**src/rtl/param_stack_if.sv**
```systemverilog
// rtl/param_stack_if.sv - push/pop request and status bundle for param_stack
interface param_stack_if #(
  parameter int DATA_WIDTH = 8,
  parameter int PTR_WIDTH  = 6
);
  logic                  push;
  logic                  pop;
  logic                  clear_err;
  logic [DATA_WIDTH-1:0] data_in;
  logic [DATA_WIDTH-1:0] data_out;
  logic                  full;
  logic                  empty;
  logic [PTR_WIDTH-1:0]  count;
  logic                  overflow;
  logic                  underflow;
  logic                  error;

  modport master (
    output push, pop, clear_err, data_in,
    input  data_out, full, empty, count, overflow, underflow, error
  );

  modport slave (
    input  push, pop, clear_err, data_in,
    output data_out, full, empty, count, overflow, underflow, error
  );
endinterface

```
**src/rtl/param_stack.sv**
```systemverilog
// rtl/param_stack.sv - parametrised LIFO with edge qualification, replace-top and sticky errors
module param_stack #(
  parameter int DATA_WIDTH = 8,
  parameter int DEPTH      = 32,
  parameter int PTR_WIDTH  = $clog2(DEPTH) + 1,
  parameter int EDGE_MODE  = 1
) (
  input  logic                 clk,
  input  logic                 reset,
  param_stack_if.slave         bus,
  output logic [PTR_WIDTH-1:0] debug_ptr_reg,
  output logic [PTR_WIDTH-1:0] debug_ptr_next,
  output logic                 debug_push_q,
  output logic                 debug_pop_q
);
  localparam int AW = $clog2(DEPTH);
  localparam logic [PTR_WIDTH-1:0] ONE      = PTR_WIDTH'(1);
  localparam logic [PTR_WIDTH-1:0] FULL_CNT = PTR_WIDTH'(DEPTH);

  logic [DATA_WIDTH-1:0] mem [DEPTH];
  logic [PTR_WIDTH-1:0]  ptr, ptr_next, ptr_m1;
  logic [AW-1:0]         wr_idx, rd_idx;
  logic [DATA_WIDTH-1:0] dout, dout_next;
  logic                  push_d1, pop_d1, push_q, pop_q;
  logic                  full, empty, we, ovf_set, udf_set;
  logic                  ovf_r, udf_r;

  always_comb begin
    push_q = bus.push;
    pop_q  = bus.pop;
    if (EDGE_MODE != 0) begin
      push_q = bus.push & ~push_d1;
      pop_q  = bus.pop & ~pop_d1;
    end
  end

  always_comb begin
    full     = (ptr == FULL_CNT);
    empty    = (ptr == '0);
    ptr_m1   = ptr - ONE;
    ptr_next = ptr;
    we       = 1'b0;
    wr_idx   = AW'(ptr);
    ovf_set  = 1'b0;
    udf_set  = 1'b0;
    unique case ({push_q, pop_q})
      2'b10: begin
        if (full) ovf_set = 1'b1;
        else begin
          we       = 1'b1;
          ptr_next = ptr + ONE;
        end
      end
      2'b01: begin
        if (empty) udf_set = 1'b1;
        else ptr_next = ptr_m1;
      end
      2'b11: begin
        // replace overwrites the current top; on an empty stack it degenerates to a push
        we = 1'b1;
        if (empty) ptr_next = ptr + ONE;
        else wr_idx = AW'(ptr_m1);
      end
      default: ;
    endcase
    rd_idx = AW'(ptr_next - ONE);
    // a write always lands on the new top, so forward data_in instead of reading stale memory
    if (ptr_next == '0) dout_next = '0;
    else if (we)        dout_next = bus.data_in;
    else                dout_next = mem[rd_idx];
  end

  always_ff @(posedge clk) begin
    if (!reset) begin
      ptr     <= '0;
      dout    <= '0;
      ovf_r   <= 1'b0;
      udf_r   <= 1'b0;
      push_d1 <= 1'b0;
      pop_d1  <= 1'b0;
    end else begin
      ptr     <= ptr_next;
      dout    <= dout_next;
      ovf_r   <= ovf_set | (ovf_r & ~bus.clear_err);
      udf_r   <= udf_set | (udf_r & ~bus.clear_err);
      push_d1 <= bus.push;
      pop_d1  <= bus.pop;
    end
  end

  always_ff @(posedge clk) begin
    if (we && reset) mem[wr_idx] <= bus.data_in;
  end

  assign bus.data_out    = dout;
  assign bus.full        = full;
  assign bus.empty       = empty;
  assign bus.count       = ptr;
  assign bus.overflow    = ovf_r;
  assign bus.underflow   = udf_r;
  assign bus.error       = ovf_r | udf_r;
  assign debug_ptr_reg   = ptr;
  assign debug_ptr_next  = ptr_next;
  assign debug_push_q    = push_q;
  assign debug_pop_q     = pop_q;
endmodule

```
**src/flat_wrapper.sv**
```systemverilog
// flat-port wrapper written by rule: the top's interface ports become plain ports
module param_stack_flat 
#(
  parameter int DATA_WIDTH = 8,
  parameter int DEPTH      = 32,
  parameter int PTR_WIDTH  = $clog2(DEPTH) + 1,
  parameter int EDGE_MODE  = 1
)
  (clk, reset, debug_ptr_reg, debug_ptr_next, debug_push_q, debug_pop_q, bus_push, bus_pop, bus_clear_err, bus_data_in, bus_data_out, bus_full, bus_empty, bus_count, bus_overflow, bus_underflow, bus_error);
  param_stack_if #(.DATA_WIDTH(DATA_WIDTH), .PTR_WIDTH(PTR_WIDTH)) bus_i ();
  input  logic clk;
  input  logic reset;
  output logic [PTR_WIDTH-1:0] debug_ptr_reg;
  output logic [PTR_WIDTH-1:0] debug_ptr_next;
  output logic debug_push_q;
  output logic debug_pop_q;
  input wire logic [$bits(bus_i.push)-1:0] bus_push;
  input wire logic [$bits(bus_i.pop)-1:0] bus_pop;
  input wire logic [$bits(bus_i.clear_err)-1:0] bus_clear_err;
  input wire logic [$bits(bus_i.data_in)-1:0] bus_data_in;
  output wire logic [$bits(bus_i.data_out)-1:0] bus_data_out;
  output wire logic [$bits(bus_i.full)-1:0] bus_full;
  output wire logic [$bits(bus_i.empty)-1:0] bus_empty;
  output wire logic [$bits(bus_i.count)-1:0] bus_count;
  output wire logic [$bits(bus_i.overflow)-1:0] bus_overflow;
  output wire logic [$bits(bus_i.underflow)-1:0] bus_underflow;
  output wire logic [$bits(bus_i.error)-1:0] bus_error;
  assign bus_i.push = bus_push;
  assign bus_i.pop = bus_pop;
  assign bus_i.clear_err = bus_clear_err;
  assign bus_i.data_in = bus_data_in;
  assign bus_data_out = bus_i.data_out;
  assign bus_full = bus_i.full;
  assign bus_empty = bus_i.empty;
  assign bus_count = bus_i.count;
  assign bus_overflow = bus_i.overflow;
  assign bus_underflow = bus_i.underflow;
  assign bus_error = bus_i.error;
  param_stack #(.DATA_WIDTH(DATA_WIDTH), .DEPTH(DEPTH), .PTR_WIDTH(PTR_WIDTH), .EDGE_MODE(EDGE_MODE)) u_core (.clk(clk), .reset(reset), .bus(bus_i), .debug_ptr_reg(debug_ptr_reg), .debug_ptr_next(debug_ptr_next), .debug_push_q(debug_push_q), .debug_pop_q(debug_pop_q));
endmodule
```
**config.mk**
```make
export PLATFORM = sky130hd
export DESIGN_NAME = param_stack_flat
export DESIGN_NICKNAME = d
export VERILOG_FILES = /design/src/rtl/param_stack_if.sv /design/src/rtl/param_stack.sv /design/src/flat_wrapper.sv
export SDC_FILE = /design/constraint.sdc
export NUM_CORES = 1
export LEC_CHECK = 0
export ABC_CLOCK_PERIOD_IN_PS = 6150
export CORE_ASPECT_RATIO = 1.75
export CORE_MARGIN = 4
export CORE_UTILIZATION = 40
export CTS_BUF_LIST = sky130_fd_sc_hd__clkbuf_16
export DETAILED_ROUTE_END_ITERATION = 7
export PLACE_DENSITY = 0.57
export RECOVER_POWER = 100
export SYNTH_ARGS = -nofsm -noshare
export SYNTH_HDL_FRONTEND = slang
export SYNTH_SLANG_ARGS = --single-unit
export TNS_END_PERCENT = 5
```
**constraint.sdc**
```tcl
create_clock -name clk -period 6.15 [get_ports clk]
set_input_delay 1.23 -clock clk [delete_from_list [all_inputs] [get_ports clk]]
set_output_delay 1.23 -clock clk [all_outputs]
set_load 0.03 [all_outputs]
```
==> flow_summary_export.csv <==
group,metric,value,unit
floorplanning,die_w,138,um
logic_synthesis,synth_mux_area_share,9.02,%
placed_design,dp_hpwl,21100,um
drt,vias_per_cell,5.93,
timing,finalHoldViolCount,0,
timing,setup_violations,0,
logic_synthesis,async_flop_share,0,%
timing,rsz0062_at_grt,"no",
placed_design,port_buffers,45,
logic_synthesis,synth-edff-count,256,
clock_tree,cts.repair.resized,0,
logic_synthesis,synth_flop_cell,"edfxtp_1",
grt,grt_pass1_wl,46600,um
cells_and_area,final_common_cell,"edfxtp_1",
critical_path,start_kind,"flop",
grt,grt_max_degree,49,
cells_and_area,fillCellCount,2526,
logic_synthesis,synth_top_family_by_area,"compound AO/OA/AOI/OAI gates",
drt,wl_per_cell,25.6,um
cells_and_area,drive_gt1_share,13.7,%
grt,met3_usage,1.95,%
logic_synthesis,yosys.area.top_type,"edfxtp_1",
outcome,outcome,"finished, violations left",
grt,grt_overflow,0,
logic_synthesis,syn-cell-area,0.0119,mm^2
drt,dr.pass1.iters,4,
cells_and_area,layout_common_cells,"edfxtp_1 (256), nand2_1 (44), and3_1 (42)",
timing,period_needed,5.76,ns
timing,clock_skew,0.0243,ns
floorplanning,dieHeight,236,um
cells_and_area,area_growth,13.9,%
floorplanning,core-area,0.0294,mm^2
drt,drcViolationCount,0,
drt,drt_iter0_markers,650,
cells_and_area,nets,833,
critical_path,worstPathArrival,4.53,ns
cells_and_area,antenna_cells,0,
logic_synthesis,ys_seq_elements,274,
critical_path,critical_path_class,"reg -> out",
grt,grt_util_met1,20.9,%
logic_synthesis,synth_cell_types,77,
critical_path,critPathMaxFanout,13,
floorplanning,rows,83,
floorplanning,dieArea,0.0327,mm^2
logic_synthesis,synth-compound-area-share,10.1,%
logic_synthesis,synth-adder-area-share,0.420,%
clock_tree,cts_sinks,274,
timing,worst_pin_slew,1.83,ns
clock_tree,insertion_delay,0.55,ns
grt,grt_pass1_vias,7329,
placed_design,place_congestion,0.950,
logic_synthesis,synth-simple-area-share,9.38,%
grt,met2_usage,34.9,%
logic_synthesis,yosysSeqAreaShare,67.5,%
job,maxCapViolCount,8,
logic_synthesis,yosysWarnings,0,
clock_tree,hold_buffers,0,
critical_path,critPathRequiredTime,4.92,ns
clock_tree,htreeDepth,1,
logic_synthesis,syn_inst,752,
logic_synthesis,synth-xor-area-share,0.294,%
grt,grt_busiest_layer,"met2",
clock_tree,numCtsBuffers,24,
timing,period_share,93.7,%
clock_tree,clk_path_buf_depth,3,
drt,num_vias,7202,
timing,finalSetupTns,0,ns
timing,final_max_slew_viol_count,272,
clock_tree,postCtsSetupRepairBufs,0,
logic_synthesis,syn_nets,769,
grt,grt_usage,18.7,%
timing,fmax,174,MHz
outcome,violations,"max-capacitance violations, max-slew violations",
clock_tree,cts_root_buf,"clkbuf_16",
grt,antenna_found_initial,0,
drt,wl,31100,um
critical_path,critPathCaptureType,"output pin",
logic_synthesis,avgSynthCellArea,15.8,um^2
drt,drtAntennaViolNets,0,
logic_synthesis,synth_top_area_share,64.5,%
clock_tree,cts.clk_slew.worst_paths,0.06,ns
clock_tree,cts_tree,"yes",
logic_synthesis,synthTopCellsByArea,"edfxtp_1 (65%), mux4_2 (5.5%), dfxtp_1 (3.0%)",
worst_hold_path,worstHoldPathType,"reg -> reg",
floorplanning,start_util,40.5,%
timing,slew_headroom,-21.8,%
floorplanning,pin_count,46,
-- metal layers --
layer | routed length (um) | vias up
li1 | - | 3200
met1 | 11100 | 3662
met2 | 17000 | 258
met3 | 1340 | 82
met4 | 1650 | 0
met5 | 0 | -
-- kinds of logic (layout without fill, tap and decap cells) --
logic type	count (synthesis)	after routing
adder cells (fa/ha/maj)	4	4
flip-flops	274	274
multiplexers	51	51
AND/OR/NAND/NOR	201	201
buffers and inverters	73	154
AO/OA/AOI/OAI	145	145
XOR/XNOR	4	4
-- cell usage after synthesis (3+ instances only) --
cell type	number
nand4_1	11
nand2_1	44
nor4_1	17
buf_4	6
o211ai_1	4
a21oi_1	8
o32ai_1	17
o22ai_1	4
and3_1	42
ha_1	4
mux4_1	11
clkbuf_1	29
a32oi_1	3
o31ai_1	17
buf_2	12
nor3_1	13
nor2_1	27
a21o_1	3
a311oi_1	17
mux4_2	29
buf_6	5
xnor2_1	4
or2_2	3
a211oi_1	26
inv_1	15
and2_1	21
dfxtp_1	18
mux2_2	8
nand3_1	9
o21ai_1	5
o2bb2ai_1	8
edfxtp_1	256
o21ai_0	3
-- stage by stage --
stage / worst slack [ns] / utilization, % / cell area (um^2) / std cells / hold WS [ns]
3_3_place_gp: 0.556 / 43.9 / 12900 / 1172 / 0.500
6_report: 0.390 / 46.2 / 13600 / 1215 / 0.504
4_1_cts: 0.586 / 46.6 / 13700 / 1215 / 0.515
3_5_place_dp: 0.460 / 43.9 / 12900 / 1172 / 0.506
2_1_floorplan: 1.28 / - / 11900 / 752 / 0.586
5_1_grt: 0.173 / 46.2 / 13600 / 1215 / 0.537
-- flip-flops by register name, summed over array words and instances (netlist names) --
| register | flops |
|---|---|
| u_core.mem | 256 |
| u_core.bus.data_out | 8 |
| u_core.bus.count | 6 |
| u_core.bus.overflow | 1 |
| u_core.bus.underflow | 1 |
| u_core.pop_d1 | 1 |
| u_core.push_d1 | 1 |
-- cell type report --
cell class | count | area, um^2 | area share, %
repair buffers | 92 | 716 | 5.27
well taps | 382 | 478 | 3.52
multi-input cells | 405 | 3470 | 25.6
clock inverters | 19 | 189 | 1.39
inverters | 19 | 72.6 | 0.535
flip-flops and latches | 274 | 8050 | 59.3
clock buffers | 24 | 601 | 4.42
-- worst paths after layout --
path,depth (start not counted),slack (ns),from,end
setup / recovery,10,0.39,u_core.bus.count[0],debug_ptr_next[2]
hold / removal,2,0.50,u_core.bus.overflow,u_core.bus.overflow
setup reg to reg,14,0.44,u_core.bus.count[0],u_core.bus.data_out[4]
hold reg to reg,2,0.50,u_core.bus.overflow,u_core.bus.overflow
-- critical path: stages (launching register included) --
cell and delay (ns):
dfxtp_1 0.49, clkinv_1 0.24, ha_1 0.37, nor4b_4 0.55, nand2_1 0.31, inv_1 0.29
o31a_2 0.22, and2_1 0.13, clkbuf_1 0.47, inv_1 0.18, dlygate4sd3_1 0.74
Power is left out: the tool's default activity adds up to more than one toggle a clock period on the data nets, which glitch-free logic cannot reach.
